## config.mk

```make
export PLATFORM = sky130hd
export DESIGN_NAME = pss_symbol_gen
export DESIGN_NICKNAME = d
export VERILOG_FILES = /design/src/rtl/pss_symbol_gen.sv
export SDC_FILE = /design/constraint.sdc
export NUM_CORES = 1
export LEC_CHECK = 0
export CAP_MARGIN = 30
export CORE_AREA = 2 2 48 84
export DETAILED_ROUTE_END_ITERATION = 16
export DIE_AREA = 0 0 50 86
export PLACE_DENSITY_LB_ADDON = 0.25
export SLEW_MARGIN = 30
export SYNTH_ARGS = -nofsm -noshare
export SYNTH_HDL_FRONTEND = slang
export SYNTH_SLANG_ARGS = --single-unit
```

## constraint.sdc

```tcl
create_clock -name clk_i -period 1.8 [get_ports clk_i]
set_input_delay 0.27 -clock clk_i [delete_from_list [all_inputs] [get_ports clk_i]]
set_output_delay 0.27 -clock clk_i [all_outputs]
set_load 0.05 [all_outputs]
```

## src/rtl/pss_symbol_gen.sv

```systemverilog
// NR PSS frequency-domain symbol generator: NFFT bins on an AXI-stream master, sequence from an LFSR.
// Define PSS_SYMBOL_GEN_TUSER_EN to add m_axis_out_tuser, which marks the 127 PSS-occupied bins.
module pss_symbol_gen #(
    parameter int OUT_DW    = 32,
    parameter int NFFT      = 256,
    parameter int AMPLITUDE = 8191
) (
    input  logic              clk_i,
    input  logic              reset_i,
    input  logic              start_i,
    input  logic [1:0]        N_id_2_i,
    output logic              busy_o,
    output logic              err_o,
    output logic [OUT_DW-1:0] m_axis_out_tdata,
    output logic              m_axis_out_tvalid,
    input  logic              m_axis_out_tready,
    output logic              m_axis_out_tlast
`ifdef PSS_SYMBOL_GEN_TUSER_EN
    ,
    output logic              m_axis_out_tuser
`endif
);

    localparam int HalfDw  = OUT_DW / 2;
    localparam int Kw      = $clog2(NFFT);
    localparam int PssLoI  = NFFT / 2 - 63;
    localparam int PssHiI  = NFFT / 2 + 63;
    localparam int LastKI  = NFFT - 1;
    localparam int Warm1I  = 42;
    localparam int Warm2I  = 85;
    localparam int AmpNegI = -AMPLITUDE;

    localparam logic [Kw-1:0]     PssLo     = PssLoI[Kw-1:0];
    localparam logic [Kw-1:0]     PssHi     = PssHiI[Kw-1:0];
    localparam logic [Kw-1:0]     LastK     = LastKI[Kw-1:0];
    localparam logic [Kw-1:0]     WarmLast1 = Warm1I[Kw-1:0];
    localparam logic [Kw-1:0]     WarmLast2 = Warm2I[Kw-1:0];
    localparam logic [HalfDw-1:0] AmpPos    = AMPLITUDE[HalfDw-1:0];
    localparam logic [HalfDw-1:0] AmpNeg    = AmpNegI[HalfDw-1:0];
    localparam logic [6:0]        LfsrSeed  = 7'b1110110;

    typedef enum logic [1:0] {
        StIdle,
        StWarmup,
        StEmit
    } state_e;

    state_e      state_q, state_d;
    logic [6:0]  lfsr_q, lfsr_d;
    logic [Kw-1:0] k_q, k_d;
    logic [1:0]  n_id_q, n_id_d;
    logic        err_q, err_d;

    logic [6:0]  lfsr_next;
    logic [Kw-1:0] warm_last;
    logic        emit;
    logic        pss_bin;
    logic        pss_on;
    logic [HalfDw-1:0] real_part;

    // s[6:0] = x(i+6)..x(i); shifting in x(i+7) = x(i+4) ^ x(i)
    assign lfsr_next = {lfsr_q[4] ^ lfsr_q[0], lfsr_q[6:1]};
    assign warm_last = (n_id_q == 2'd2) ? WarmLast2 : WarmLast1;
    assign emit      = (state_q == StEmit);
    assign pss_bin   = (k_q >= PssLo) && (k_q <= PssHi);
    assign pss_on    = emit && pss_bin;

    always_comb begin
        state_d = state_q;
        lfsr_d  = lfsr_q;
        k_d     = k_q;
        n_id_d  = n_id_q;
        err_d   = 1'b0;
        case (state_q)
            StIdle: begin
                if (start_i) begin
                    if (N_id_2_i == 2'd3) begin
                        err_d = 1'b1;
                    end else begin
                        n_id_d  = N_id_2_i;
                        lfsr_d  = LfsrSeed;
                        k_d     = '0;
                        state_d = (N_id_2_i == 2'd0) ? StEmit : StWarmup;
                    end
                end
            end
            StWarmup: begin
                // k doubles as the warm-up cycle counter; 43*N_id_2 advances skip ahead
                lfsr_d = lfsr_next;
                if (k_q == warm_last) begin
                    k_d     = '0;
                    state_d = StEmit;
                end else begin
                    k_d = k_q + 1'b1;
                end
            end
            StEmit: begin
                if (m_axis_out_tready) begin
                    if (pss_bin) begin
                        lfsr_d = lfsr_next;
                    end
                    if (k_q == LastK) begin
                        k_d     = '0;
                        state_d = StIdle;
                    end else begin
                        k_d = k_q + 1'b1;
                    end
                end
            end
            default: state_d = StIdle;
        endcase
    end

    always_ff @(posedge clk_i or posedge reset_i) begin
        if (reset_i) begin
            state_q <= StIdle;
            lfsr_q  <= LfsrSeed;
            k_q     <= '0;
            n_id_q  <= 2'd0;
            err_q   <= 1'b0;
        end else begin
            state_q <= state_d;
            lfsr_q  <= lfsr_d;
            k_q     <= k_d;
            n_id_q  <= n_id_d;
            err_q   <= err_d;
        end
    end

    always_comb begin
        real_part = '0;
        if (pss_on) begin
            real_part = lfsr_q[0] ? AmpNeg : AmpPos;
        end
    end

    assign m_axis_out_tdata  = {{(OUT_DW - HalfDw){1'b0}}, real_part};
    assign m_axis_out_tvalid = emit;
    assign m_axis_out_tlast  = emit && (k_q == LastK);
    assign busy_o            = (state_q != StIdle);
    assign err_o             = err_q;

`ifdef PSS_SYMBOL_GEN_TUSER_EN
    assign m_axis_out_tuser = pss_on;
`endif

endmodule

```

==> run_summary.xml, run 1 <==
<?xml version="1.0" encoding="UTF-8"?>
<metrics>
  <group name="route">
    <metric name="first_pass_iters" unit="">4</metric>
    <metric name="remaining_drc_errors" unit="">0</metric>
    <metric name="topRoutingLayerUsed" unit="">met4</metric>
    <metric name="routed_wirelength" unit="um">3780</metric>
    <metric name="detail_route.wl_per_cell" unit="um">14.3</metric>
    <metric name="route.vias.total" unit="">1318</metric>
    <metric name="wl_met2" unit="um">2210</metric>
    <metric name="vias_per_cell" unit="">4.99</metric>
    <metric name="wirelength_met1" unit="um">1300</metric>
    <metric name="postRouteAntennaNets" unit="">0</metric>
    <metric name="dr.first_iter.drc_count" unit="">29</metric>
    <metric name="detailroute.wirelength.met3" unit="um">132</metric>
  </group>
  <group name="power">
    <metric name="leakage" unit="nW">1.03</metric>
    <metric name="seqPwrFrac" unit="%">44.3</metric>
    <metric name="power.density_cell_area" unit="mW/mm^2">469</metric>
    <metric name="irDropWorstVdd" unit="mV">0.314</metric>
    <metric name="p_switching" unit="mW">0.252</metric>
    <metric name="power.total" unit="mW">1.01</metric>
    <metric name="switching_share" unit="%">24.8</metric>
    <metric name="p_int" unit="mW">0.762</metric>
    <metric name="clkPwrFrac" unit="%">45.4</metric>
    <metric name="comb_power_share" unit="%">10.2</metric>
  </group>
  <group name="floorplan">
    <metric name="fp.dieArea" unit="mm^2">0.00430</metric>
    <metric name="num_io_pins" unit="">42</metric>
    <metric name="design.core.area" unit="mm^2">0.00359</metric>
    <metric name="die_y" unit="um">86</metric>
    <metric name="placement_rows" unit="">29</metric>
    <metric name="die_width" unit="um">50</metric>
    <metric name="floorplan.initialDensity" unit="%">42.1</metric>
  </group>
  <group name="clock_network">
    <metric name="post_cts_hold_buffer_count" unit="">0</metric>
    <metric name="tritoncts" unit="">yes</metric>
    <metric name="cts.path.max_buffers" unit="">2</metric>
    <metric name="worstSkewPairLatency" unit="ns">0.27</metric>
    <metric name="tritoncts_sinks" unit="">20</metric>
    <metric name="cts_clk_pin_slew_worst_paths" unit="ns">0.08</metric>
    <metric name="htree_levels" unit="">1</metric>
    <metric name="tritoncts_buffer_count" unit="">3</metric>
    <metric name="cts_root_buffer" unit="">sky130_fd_sc_hd__clkbuf_8</metric>
  </group>
  <group name="synth">
    <metric name="syn_warnings" unit="">0</metric>
    <metric name="synth_edf_count" unit="">0</metric>
    <metric name="postSynthCellCount" unit="">178</metric>
    <metric name="synth_top_cell_by_area" unit="">sky130_fd_sc_hd__dfrtp_1</metric>
    <metric name="synthesis.area" unit="mm^2">0.00151</metric>
    <metric name="syn_area_per_cell" unit="um^2">8.49</metric>
    <metric name="ys_top_cells_by_count" unit="">sky130_fd_sc_hd__buf_4, sky130_fd_sc_hd__nand2_1, sky130_fd_sc_hd__dfrtp_1</metric>
    <metric name="synth_seq_cells" unit="">20</metric>
    <metric name="ys.flop_type" unit="">sky130_fd_sc_hd__dfrtp_1</metric>
    <metric name="post_synth_main_area_contributors" unit="">sky130_fd_sc_hd__dfrtp_1, sky130_fd_sc_hd__buf_4, sky130_fd_sc_hd__dfstp_2</metric>
    <metric name="synth_top_area_share" unit="%">24.8</metric>
    <metric name="synthMostInstantiatedCell" unit="">sky130_fd_sc_hd__buf_4</metric>
    <metric name="synth_sequential_area_ratio" unit="%">33.5</metric>
    <metric name="async_set_reset_flop_share_out_of_synthesis" unit="%">100</metric>
    <metric name="synth.distinct_cells" unit="">39</metric>
  </group>
  <group name="cells_and_area">
    <metric name="final_nets" unit="">232</metric>
    <metric name="area.growth.synth_to_final" unit="%">43.0</metric>
    <metric name="fin_area" unit="mm^2">0.00216</metric>
    <metric name="antennaDiodeCount" unit="">0</metric>
    <metric name="layout.cells.non_filler" unit="">264</metric>
    <metric name="fraction_of_layout_cells_with_a_size_suffix_above_1" unit="%">42.7</metric>
  </group>
  <group name="global_routing">
    <metric name="gr-usage-all-layers" unit="%">18.5</metric>
    <metric name="grt_start_max_net_pins" unit="">17</metric>
    <metric name="gr-total-overflow" unit="">0</metric>
    <metric name="grt_pass1_wl" unit="um">6180</metric>
    <metric name="antenna_found_initial" unit="">0</metric>
    <metric name="grt_pass1_vias" unit="">1385</metric>
  </group>
  <group name="run_status">
    <metric name="status" unit="">complete, but fails checks</metric>
    <metric name="violations" unit="">setup timing</metric>
  </group>
  <group name="placement">
    <metric name="detailed_place.area" unit="mm^2">0.00185</metric>
    <metric name="placed_cells" unit="">252</metric>
    <metric name="post-dp-hpwl" unit="um">2680</metric>
    <metric name="gp_routability_congestion" unit="">0.876</metric>
    <metric name="placement.io_buffers" unit="">25</metric>
  </group>
  <group name="timing">
    <metric name="timing_worst_slew_pin_value" unit="ns">0.501</metric>
    <metric name="slew_headroom" unit="%">66.5</metric>
    <metric name="rsz0062_at_grt" unit="">true</metric>
    <metric name="time_the_final_worst_path_needs_with_i_o_delays_and_setup" unit="ns">2.27</metric>
    <metric name="hold_violations" unit="">0</metric>
    <metric name="layout_worst_path_cycle_share" unit="%">126</metric>
    <metric name="report.final.setup_viol" unit="">28</metric>
    <metric name="final-max-slew-violation-count" unit="">0</metric>
    <metric name="fin_skew" unit="ns">0.00395</metric>
    <metric name="timing.fmax" unit="MHz">441</metric>
    <metric name="worst_slack" unit="ns">-0.469</metric>
  </group>
  <group name="worst_setup_path">
    <metric name="critical_path_peak_fanout" unit="">3</metric>
    <metric name="required" unit="ns">1.53</metric>
    <metric name="kind_of_start_point_of_the_critical_path" unit="">register</metric>
    <metric name="crit_type" unit="">reg -&gt; out</metric>
    <metric name="cp.arrival" unit="ns">2.00</metric>
    <metric name="endpoint_kind" unit="">output pin</metric>
  </group>
  <group name="min_path">
    <metric name="class_of_the_tightest_hold_or_removal_check" unit="">in -&gt; async</metric>
  </group>
  <group name="flow_run">
    <metric name="drv.max_cap_violation_count" unit="">0</metric>
  </group>
</metrics>
critical path, cell delays in order, from the launching register on:
cell,delay [ns]
sky130_fd_sc_hd__dfrtp_1,0.38
sky130_fd_sc_hd__or4_4,0.56
sky130_fd_sc_hd__o311ai_4,0.24
sky130_fd_sc_hd__o21ai_2,0.11
sky130_fd_sc_hd__nand2_2,0.10
sky130_fd_sc_hd__buf_4,0.13
sky130_fd_sc_hd__nor2_4,0.05
sky130_fd_sc_hd__buf_6,0.15
placed cells by master (no fill, tap or decap), drive strengths merged, types with 4 or more instances in the layout:
master,n
dfrtp,15
nand2b,4
mux2,5
nand2,22
o22ai,6
dfstp,5
nor3,8
clkdlybuf4s50,6
ha,7
nor2,14
buf,51
conb,16
o21ai,10
and2,4
inv,12
what timing repair did:
action,CTS,global route
cloned,1,0
pin swaps,6,6
resized for setup,29,24
buffers inserted,5,5
setup endpoints to repair,31,35
registers in the layout (all words and copies together), names as in the netlist:
register  count
n_id_q        2
state_q       2
lfsr_q        7
err_o         1
k_q           8
power by group through the flow:
| stage | Sequential (mW) | Combinational (mW) | Clock [mW] |
|---|---|---|---|
| floorplan | 0.458 | 0.109 | 0 |
| global placement | 0.458 | 0.102 | 0 |
| detailed placement | 0.458 | 0.103 | 0 |
| CTS | 0.449 | 0.103 | 0.467 |
| global route | 0.450 | 0.110 | 0.488 |
| finish | 0.449 | 0.104 | 0.461 |
path summary, 6_finish.rpt:
kind                                         to  slack [ns]  depth (start not counted)      start
setup / recovery           m_axis_out_tdata[14]       -0.47                          7     k_q[2]
max in group asynchronous            state_q[1]        1.07                          3    reset_i
hold / removal                        lfsr_q[3]        0.23                          2    reset_i
min in group clk_i                    n_id_q[1]        0.50                          2  n_id_q[1]
setup reg to reg                      lfsr_q[6]       -0.26                          6     k_q[2]
hold reg to reg                       n_id_q[1]        0.50                          2  n_id_q[1]
layout make-up:
| class | count | area (um^2) |
|---|---|---|
| Fill cell | 293 | 1430 |
| Multi-Input combinational cell | 125 | 917 |
| Timing Repair Buffer | 57 | 564 |
| Sequential cell | 20 | 507 |
| Tap cell | 46 | 57.6 |
| Inverter | 12 | 45.0 |
| Clock buffer | 3 | 41.3 |
| Clock inverter | 1 | 30.0 |
through the flow:
step                      setup TNS [ns]  hold slack, ns  setup WS [ns]  util (%)
after global routing              -10.67           0.278         -0.525      60.2
after floorplan                    -4.61           0.230         -0.249         -
after global placement             -4.75           0.476         -0.258      51.6
after detailed placement           -5.61           0.497         -0.285      51.6
after CTS                          -8.86           0.245         -0.470      57.7
final                              -8.48           0.233         -0.469      60.2
metal layers:
metal  vias up  GRT usage (%)
met5         -              0
met4         0           9.09
met3        13           2.61
met2        37           36.6
met1       637           17.7
li1        631              -
cell families (layout without fill, tap and decap cells):
kind of cell               Yosys count  count (layout)  synth area share [%]
AOI/OAI and AO/OA                   25              25                  10.6
xor gates and xnor gates             1               1                 0.580
adders and majority gates            7               7                  5.79
buffers and inverters               49              73                  20.9
DFF                                 20              20                  33.5
muxes                                8               8                  6.95
other                                1              16                 0.248
and+or+nand+nor                     67              68                  21.4
No activity file was read; power rests on OpenSTA's default activity.
==> inputs of run 2 (changes only) <==
--- a/config.mk
+++ b/config.mk
@@ -5,10 +5,10 @@
 export SDC_FILE = /design/constraint.sdc
 export NUM_CORES = 1
 export LEC_CHECK = 0
-export CAP_MARGIN = 30
 export CORE_AREA = 2 2 48 84
 export DETAILED_ROUTE_END_ITERATION = 16
 export DIE_AREA = 0 0 50 86
+export MAX_ROUTING_LAYER = met4
 export PLACE_DENSITY_LB_ADDON = 0.25
 export SLEW_MARGIN = 30
 export SYNTH_ARGS = -nofsm -noshare
==> run 2 against run 1 <==
Clock power about the same. Sequential power about the same. Non-clock buffer count did not move. Global-route usage increased by 0.53 points. The run still ends with setup timing left. Fmax grew 0.13%. Highest routed layer unchanged. Final cell count did not move. Via count is 0.83% lower. Wire length grew 0.21%. Worst setup slack better by 0.0030 ns. Die area unchanged. Worst hold slack better by 0.00095 ns. First-iteration DRC count grew 45%.
==> run_summary.xml, run 2 (synthesis gave the netlist of run 1 again) <==
<?xml version="1.0" encoding="UTF-8"?>
<metrics>
  <group name="run_status">
    <metric name="status" unit="">complete, but fails checks</metric>
    <metric name="violations" unit="">setup timing</metric>
  </group>
  <group name="clock_network">
    <metric name="cts.path.max_buffers" unit="">2</metric>
    <metric name="cts_root_buffer" unit="">sky130_fd_sc_hd__clkbuf_8</metric>
    <metric name="cts_clk_pin_slew_worst_paths" unit="ns">0.08</metric>
    <metric name="worstSkewPairLatency" unit="ns">0.27</metric>
    <metric name="tritoncts_buffer_count" unit="">3</metric>
    <metric name="htree_levels" unit="">1</metric>
    <metric name="tritoncts_sinks" unit="">20</metric>
    <metric name="tritoncts" unit="">yes</metric>
  </group>
  <group name="cells_and_area">
    <metric name="max_reg_flops" unit="">8</metric>
    <metric name="antennaDiodeCount" unit="">0</metric>
    <metric name="most_frequent_standard_cell_in_the_layout_excluding_fill_and_tap_cells" unit="">sky130_fd_sc_hd__buf_4</metric>
    <metric name="area.growth.synth_to_final" unit="%">43.0</metric>
    <metric name="fraction_of_layout_cells_with_a_size_suffix_above_1" unit="%">42.7</metric>
    <metric name="layout.cells.non_filler" unit="">264</metric>
    <metric name="largest-register" unit="">k_q</metric>
    <metric name="mostFrequentLayoutCells" unit="">sky130_fd_sc_hd__buf_4, sky130_fd_sc_hd__nand2_1, sky130_fd_sc_hd__buf_6, sky130_fd_sc_hd__conb_1, sky130_fd_sc_hd__dfrtp_1</metric>
    <metric name="fin_area" unit="mm^2">0.00216</metric>
    <metric name="final_nets" unit="">232</metric>
    <metric name="layout_top_registers" unit="">k_q: 8 flops, lfsr_q: 7 flops</metric>
  </group>
  <group name="route">
    <metric name="detail_route.wl_per_cell" unit="um">14.3</metric>
    <metric name="remaining_drc_errors" unit="">0</metric>
    <metric name="postRouteAntennaNets" unit="">0</metric>
    <metric name="routed_wirelength" unit="um">3790</metric>
    <metric name="first_pass_iters" unit="">4</metric>
    <metric name="dr.first_iter.drc_count" unit="">42</metric>
    <metric name="vias_per_cell" unit="">4.95</metric>
    <metric name="route.vias.total" unit="">1307</metric>
  </group>
  <group name="power">
    <metric name="p_switching" unit="mW">0.250</metric>
    <metric name="irDropWorstVdd" unit="mV">0.314</metric>
    <metric name="seqPwrFrac" unit="%">44.4</metric>
    <metric name="leakage" unit="nW">1.03</metric>
    <metric name="comb_power_share" unit="%">10.3</metric>
    <metric name="power.density_cell_area" unit="mW/mm^2">468</metric>
    <metric name="switching_share" unit="%">24.7</metric>
    <metric name="power.total" unit="mW">1.01</metric>
    <metric name="clkPwrFrac" unit="%">45.3</metric>
    <metric name="p_int" unit="mW">0.762</metric>
  </group>
  <group name="worst_setup_path">
    <metric name="cp.arrival" unit="ns">2.00</metric>
    <metric name="kind_of_start_point_of_the_critical_path" unit="">register</metric>
    <metric name="critical_path.max_stage_delay" unit="ns">0.56</metric>
    <metric name="crit_path_cell_trace" unit="">or4_4 &gt; o311ai_4 &gt; o21ai_2 &gt; nand2_2 &gt; buf_4 &gt; nor2_4 &gt; buf_6</metric>
    <metric name="required" unit="ns">1.53</metric>
    <metric name="critPathSlowestCell" unit="">sky130_fd_sc_hd__or4_4</metric>
    <metric name="critical_path_peak_fanout" unit="">3</metric>
    <metric name="endpoint_kind" unit="">output pin</metric>
    <metric name="crit_type" unit="">reg -&gt; out</metric>
  </group>
  <group name="global_routing">
    <metric name="grt_start_max_net_pins" unit="">17</metric>
    <metric name="gr-total-overflow" unit="">0</metric>
    <metric name="antenna_found_initial" unit="">0</metric>
    <metric name="grt_pass1_vias" unit="">1385</metric>
    <metric name="grt_pass1_wl" unit="um">6180</metric>
    <metric name="gr-usage-all-layers" unit="%">19.1</metric>
  </group>
  <group name="timing">
    <metric name="hold_violations" unit="">0</metric>
    <metric name="minimum_hold_slack" unit="ns">0.234</metric>
    <metric name="fin_skew" unit="ns">0.00405</metric>
    <metric name="timing.fmax" unit="MHz">441</metric>
    <metric name="layout_worst_path_cycle_share" unit="%">126</metric>
    <metric name="time_the_final_worst_path_needs_with_i_o_delays_and_setup" unit="ns">2.27</metric>
    <metric name="slew_headroom" unit="%">66.5</metric>
    <metric name="fin_setup_tns" unit="ns">-8.43</metric>
    <metric name="final-max-slew-violation-count" unit="">0</metric>
    <metric name="worst_slack" unit="ns">-0.466</metric>
    <metric name="rsz0062_at_grt" unit="">true</metric>
    <metric name="timing_worst_slew_pin_value" unit="ns">0.501</metric>
    <metric name="report.final.setup_viol" unit="">28</metric>
  </group>
  <group name="placement">
    <metric name="gp_routability_congestion" unit="">0.890</metric>
    <metric name="placed_cells" unit="">252</metric>
    <metric name="detailed_place.area" unit="mm^2">0.00185</metric>
    <metric name="placement.io_buffers" unit="">25</metric>
    <metric name="post-dp-hpwl" unit="um">2680</metric>
  </group>
  <group name="flow_run">
    <metric name="drv.max_cap_violation_count" unit="">0</metric>
  </group>
  <group name="floorplan">
    <metric name="placement_rows" unit="">29</metric>
    <metric name="die_width" unit="um">50</metric>
    <metric name="floorplan.initialDensity" unit="%">42.1</metric>
    <metric name="num_io_pins" unit="">42</metric>
    <metric name="die_y" unit="um">86</metric>
    <metric name="design.core.area" unit="mm^2">0.00359</metric>
    <metric name="fp.dieArea" unit="mm^2">0.00430</metric>
  </group>
  <group name="min_path">
    <metric name="class_of_the_tightest_hold_or_removal_check" unit="">in -&gt; async</metric>
  </group>
</metrics>
-- run 2: cell type report --
cell class	instances	area (um^2)
Clock buffer	3	41.3
Inverter	12	45.0
Fill cell	293	1430
Multi-Input combinational cell	125	917
Tap cell	46	57.6
Sequential cell	20	507
Clock inverter	1	30.0
Timing Repair Buffer	57	564
-- run 2: metal layers --
metal | vias up | part of all wire, % | track usage [%]
met1 | 633 | 34 | 17.7
li1 | 627 | - | -
met2 | 35 | 59 | 36.6
met4 | 0 | 3.5 | 9.09
met3 | 12 | 3.5 | 2.61
met5 | - | 0 | -
-- run 2: power by group through the flow --
stage,Clock (mW),Sequential [mW],Combinational (mW)
finish,0.459,0.449,0.104
global route,0.488,0.450,0.110
CTS,0.467,0.449,0.103
detailed placement,0,0.458,0.103
global placement,0,0.458,0.102
floorplan,0,0.458,0.109
-- run 2: metrics by stage --
stage	setup WS, ns	utilization, %
after CTS	-0.470	57.7
after global routing	-0.525	60.2
after global placement	-0.258	51.6
final	-0.466	60.2
after floorplan	-0.249	-
after detailed placement	-0.285	51.6
-- run 2: critical path, delay by kind of cell (launching register included) --
family / cells / cell delay (ns)
flip-flops: 1 / 0.38
buffers and inverters: 2 / 0.28
AND/OR/NAND/NOR: 3 / 0.71
AO/OA/AOI/OAI: 2 / 0.35
-- run 2: final timing paths --
check / to / from / depth (start not counted) / slack (ns)
min in group clk_i: n_id_q[1] / n_id_q[1] / 2 / 0.50
setup / recovery: m_axis_out_tdata[14] / k_q[2] / 7 / -0.47
setup reg to reg: lfsr_q[6] / k_q[2] / 6 / -0.25
hold reg to reg: n_id_q[1] / n_id_q[1] / 2 / 0.50
hold / removal: lfsr_q[3] / reset_i / 2 / 0.23
max in group asynchronous: state_q[1] / reset_i / 3 / 1.07
-- run 2: timing repair --
action	4_1_cts	5_1_grt
pin swaps	6	6
gates cloned	1	0
setup endpoints to repair	31	35
resized for setup	29	24
hold buffers	0	0
setup buffers	5	5
==> inputs of run 3 (changes only) <==
==> constraint.sdc (replaced) <==
create_clock -name clk_i -period 1.8 [get_ports clk_i]
set_input_delay 0.36 -clock clk_i [delete_from_list [all_inputs] [get_ports clk_i]]
set_output_delay 0.36 -clock clk_i [all_outputs]
set_load 0.05 [all_outputs]
==> run 3 against run 2 <==
Die area is the same. Register-to-register slack better by 0.08 ns. Sequential share of layout area is 0.050 points lower. Sequential power about the same. The run still ends with setup timing left. Largest cell class unchanged. Design area increased by 0.46%. Combinational power barely moved. Via count grew 0.15%. Power is essentially flat. Final cell count fell by 0.38%. Largest power group unchanged. Highest routed layer unchanged.
==> run_summary.xml, run 3 (synthesis gave the netlist of run 1 again) <==
<?xml version="1.0" encoding="UTF-8"?>
<metrics>
  <group name="run_status">
    <metric name="status" unit="">complete, but fails checks</metric>
    <metric name="violations" unit="">setup timing</metric>
  </group>
  <group name="timing">
    <metric name="final-max-slew-violation-count" unit="">0</metric>
    <metric name="layout_worst_path_cycle_share" unit="%">132</metric>
    <metric name="hold_violations" unit="">0</metric>
    <metric name="worst_slack" unit="ns">-0.573</metric>
    <metric name="minimum_hold_slack" unit="ns">0.327</metric>
    <metric name="timing.fmax" unit="MHz">421</metric>
    <metric name="report.final.setup_viol" unit="">24</metric>
    <metric name="time_the_final_worst_path_needs_with_i_o_delays_and_setup" unit="ns">2.37</metric>
    <metric name="fin_setup_tns" unit="ns">-10.04</metric>
    <metric name="fin_skew" unit="ns">0.00310</metric>
    <metric name="rsz0062_at_grt" unit="">true</metric>
  </group>
  <group name="route">
    <metric name="routed_wirelength" unit="um">3780</metric>
    <metric name="detail_route.wl_per_cell" unit="um">14.4</metric>
    <metric name="remaining_drc_errors" unit="">0</metric>
    <metric name="dr.first_iter.drc_count" unit="">23</metric>
    <metric name="postRouteAntennaNets" unit="">0</metric>
    <metric name="vias_per_cell" unit="">4.98</metric>
    <metric name="first_pass_iters" unit="">4</metric>
    <metric name="route.vias.total" unit="">1309</metric>
  </group>
  <group name="floorplan">
    <metric name="floorplan.initialDensity" unit="%">42.1</metric>
    <metric name="placement_rows" unit="">29</metric>
    <metric name="num_io_pins" unit="">42</metric>
    <metric name="die_width" unit="um">50</metric>
    <metric name="design.core.area" unit="mm^2">0.00359</metric>
    <metric name="die_y" unit="um">86</metric>
    <metric name="fp.dieArea" unit="mm^2">0.00430</metric>
  </group>
  <group name="cells_and_area">
    <metric name="area.growth.synth_to_final" unit="%">43.7</metric>
    <metric name="fin_area" unit="mm^2">0.00217</metric>
    <metric name="fraction_of_layout_cells_with_a_size_suffix_above_1" unit="%">42.4</metric>
    <metric name="layout_top_registers" unit="">k_q: 8 flops, lfsr_q: 7 flops</metric>
    <metric name="final_nets" unit="">231</metric>
    <metric name="max_reg_flops" unit="">8</metric>
    <metric name="most_frequent_standard_cell_in_the_layout_excluding_fill_and_tap_cells" unit="">sky130_fd_sc_hd__buf_4</metric>
    <metric name="antennaDiodeCount" unit="">0</metric>
    <metric name="layout.filler_cells" unit="">289</metric>
    <metric name="mostFrequentLayoutCells" unit="">sky130_fd_sc_hd__buf_4, sky130_fd_sc_hd__nand2_1, sky130_fd_sc_hd__buf_6, sky130_fd_sc_hd__conb_1, sky130_fd_sc_hd__dfrtp_1</metric>
    <metric name="layout.cells.non_filler" unit="">263</metric>
    <metric name="finalCoreUtilization" unit="%">60.5</metric>
    <metric name="largest-register" unit="">k_q</metric>
  </group>
  <group name="global_routing">
    <metric name="gr-total-overflow" unit="">0</metric>
    <metric name="antenna_found_initial" unit="">0</metric>
    <metric name="grt_pass1_wl" unit="um">5750</metric>
    <metric name="gr-usage-all-layers" unit="%">17.5</metric>
    <metric name="grt_pass1_vias" unit="">1295</metric>
    <metric name="grt_start_max_net_pins" unit="">17</metric>
  </group>
  <group name="worst_setup_path">
    <metric name="crit_path_cell_trace" unit="">or4_4 &gt; o311ai_4 &gt; o21ai_2 &gt; nand2_2 &gt; nor2_4 &gt; buf_12 &gt; buf_6</metric>
    <metric name="cp.arrival" unit="ns">2.01</metric>
    <metric name="worstReg2RegStart" unit="">k_q[5]</metric>
    <metric name="critPathSlowestCell" unit="">sky130_fd_sc_hd__or4_4</metric>
    <metric name="crit_type" unit="">reg -&gt; out</metric>
    <metric name="required" unit="ns">1.44</metric>
    <metric name="crit_buf_inv" unit="">2</metric>
    <metric name="worstRegToRegCells" unit="">5</metric>
    <metric name="path_delay_family" unit="">simple AND/OR/NAND/NOR gates</metric>
    <metric name="critical_path.max_stage_delay" unit="ns">0.56</metric>
    <metric name="reg2reg_to" unit="">lfsr_q[1]</metric>
    <metric name="critical_path_peak_fanout" unit="">12</metric>
    <metric name="timing.reg2reg.setup_slack" unit="ns">-0.17</metric>
    <metric name="endpoint_kind" unit="">output pin</metric>
    <metric name="kind_of_start_point_of_the_critical_path" unit="">register</metric>
  </group>
  <group name="power">
    <metric name="power.total" unit="mW">1.01</metric>
    <metric name="power.density_cell_area" unit="mW/mm^2">466</metric>
    <metric name="leakage" unit="nW">1.03</metric>
    <metric name="irDropWorstVdd" unit="mV">0.381</metric>
  </group>
  <group name="clock_network">
    <metric name="htree_levels" unit="">1</metric>
    <metric name="tritoncts" unit="">yes</metric>
    <metric name="worstSkewPairLatency" unit="ns">0.26</metric>
    <metric name="tritoncts_sinks" unit="">20</metric>
    <metric name="cts_root_buffer" unit="">sky130_fd_sc_hd__clkbuf_8</metric>
    <metric name="tritoncts_buffer_count" unit="">3</metric>
    <metric name="post_cts_hold_buffer_count" unit="">0</metric>
    <metric name="cts.path.max_buffers" unit="">2</metric>
    <metric name="cts_clk_pin_slew_worst_paths" unit="ns">0.08</metric>
  </group>
  <group name="placement">
    <metric name="gp_routability_congestion" unit="">0.864</metric>
    <metric name="detailed_place.area" unit="mm^2">0.00187</metric>
    <metric name="placement.io_buffers" unit="">25</metric>
    <metric name="pre_cts_ws" unit="ns">-0.368</metric>
    <metric name="post-dp-hpwl" unit="um">2680</metric>
    <metric name="placed_cells" unit="">255</metric>
  </group>
  <group name="flow_run">
    <metric name="drv.max_cap_violation_count" unit="">0</metric>
  </group>
  <group name="min_path">
    <metric name="class_of_the_tightest_hold_or_removal_check" unit="">in -&gt; async</metric>
  </group>
</metrics>
run 3: cell types whose count changed in the layout (fill, tap and decap cells not counted), sizes merged:
cell / change
clkdlybuf4s50: -1
run 3: worst max-delay path by stage:
stage / start / endpoint / slack (ns) / cells past startpoint
finish: k_q[5] / m_axis_out_tdata[2] / -0.57 / 7
global route: k_q[5] / m_axis_out_tdata[2] / -0.62 / 7
CTS: k_q[2] / m_axis_out_tdata[8] / -0.56 / 6
detailed placement: start_i / lfsr_q[1] / -0.37 / 6
global placement: start_i / lfsr_q[4] / -0.34 / 6
floorplan: k_q[2] / m_axis_out_tdata[10] / -0.34 / 7
run 3: layout make-up:
cell class | instances | area [um^2] | area share, %
Multi-Input combinational cell | 125 | 932 | 42.9
Timing Repair Buffer | 56 | 558 | 25.7
Sequential cell | 20 | 508 | 23.4
Tap cell | 46 | 57.6 | 2.65
Inverter | 12 | 45.0 | 2.07
Clock buffer | 3 | 41.3 | 1.90
Clock inverter | 1 | 30.0 | 1.38
run 3: repair_timing:
action,CTS,global route
endpoints found under the setup margin,33,34
buffers inserted,0,4
gates cloned,0,1
pin swaps,3,7
resized for setup,16,33
run 3: power breakdown:
group / leakage [nW] / internal (mW) / switching [mW]
clock: 0.0357 / 0.297 / 0.162
sequential: 0.221 / 0.449 / 0
combinational: 0.776 / 0.0155 / 0.0887
run 3: layer usage:
metal	wire, um	vias up	track usage, %	part of all wire, %
met1	1260	637	16.1	33
met2	2320	38	35.4	61
met4	97	0	5.81	2.6
li1	-	623	-	-
met3	101	11	1.74	2.7
met5	0	-	-	0
==> edit (config.mk and constraints of run 3) <==
Set the parameter `NFFT` to 512 (it was 256).
--- a/src/rtl/pss_symbol_gen.sv
+++ b/src/rtl/pss_symbol_gen.sv
@@ -4,3 +4,3 @@
     parameter int OUT_DW    = 32,
-    parameter int NFFT      = 256,
+    parameter int NFFT      = 512,
     parameter int AMPLITUDE = 8191
Check against the original RTL: same outputs for any inputs over 10 cycles, from zero or initial values and one cycle with reset_i high; that may be too few to reach the edited logic, so the function may still have changed.
==> edit against run 3 <==
The run still ends with setup timing left; fmax grew 2.4%; synthesized area grew 7.4%; clock skew grew 0.0033 ns; sequential cell count grew 1; worst setup slack gained 0.056 ns; wire length grew 36%; final cell count grew 9.9%; global-route usage grew 5.9 points; count of clock-buffer cells in the layout grew 1; non-clock buffer count grew 30; final area grew 27%.
Power is not compared: it rests on default switching activity, and its combinational part moved more than twofold at a synthesized area within 25%.
==> edit: results <==
metrics = {
    "route": {
        "dr_wl_met2_um": 3140,
        "wl_um": 5130,
        "wl_per_cell_um": 17.7,
        "wl_met3_um": 94,
        "num_vias": 1482,
    },
    "timing": {
        "setup_viol": 35,
        "fin_ws_ns": -0.517,
        "finalClockSkew_ns": 0.00642,
        "finalSetupTns_ns": -12.92,
    },
    "global_route": {
        "grt_pass1_wl_um": 7560,
        "use_met1_pct": 22.3,
        "grt.total_usage_pct": 23.4,
        "grt_max_degree": 13,
    },
    "synthesis": {
        "synth_compound_area_share_pct": 15.0,
        "synth_area_per_cell_um2": 9.43,
        "yosys-mux-area-fraction_pct": 7.09,
        "synthXorXnorAreaFrac_pct": 0.540,
        "synthAdderAreaFrac_pct": 5.40,
        "seq_area_frac_synth_pct": 32.8,
        "synth_cell_types": 48,
    },
    "finish": {
        "multi_input_area_share_pct": 39.6,
        "top_regs": "k_q: 9 flops, lfsr_q: 7 flops",
        "layout-drive-gt1-share_pct": 58.8,
        "clock_area_share_pct": 1.63,
        "num-fill-cells": 234,
        "sh_seq_area_pct": 19.4,
        "finalNetCount": 257,
        "buffer_area_share_pct": 35.3,
        "multi_input_area_um2": 1090,
        "n_all_buffers": 86,
    },
    "critical_path": {
        "slowest_stage": "dfrtp_2",
        "cp_max_fo": 7,
        "cpPeakStageDelay_ns": 0.41,
    },
    "run_status": {
        "status": "finished with violations",
        "violations": "setup timing",
    },
    "power": {
        "power_mw": 3.39,
    },
    "place": {
        "placed_cell_area_um2": 2320,
        "dp_cells": 271,
        "dp_hpwl_um": 3250,
    },
}
## edit: worst paths after layout
| check | startpoint | endpoint | slack, ns | cells after the start |
|---|---|---|---|---|
| setup reg to reg | k_q[1] | k_q[5] | -0.45 | 12 |
| max in group asynchronous | reset_i | k_q[5] | 0.93 | 3 |
| min in group clk_i | n_id_q[1] | n_id_q[1] | 0.53 | 2 |
| hold / removal | reset_i | k_q[8] | 0.36 | 2 |
| setup / recovery | k_q[0] | m_axis_out_tdata[3] | -0.52 | 8 |
| hold reg to reg | n_id_q[1] | n_id_q[1] | 0.53 | 2 |
## edit: timing repair
item,4_1_cts,5_1_grt
pin swaps,17,13
endpoints found under the setup margin,36,36
resized for setup,26,21
buffers inserted,8,7
## edit: critical path, delay by kind of cell (launching register included)
family | cells | cell delay, ns
DFF | 1 | 0.41
AOI/OAI and AO/OA | 2 | 0.37
and+or+nand+nor | 2 | 0.29
buffers and inverters | 4 | 0.62
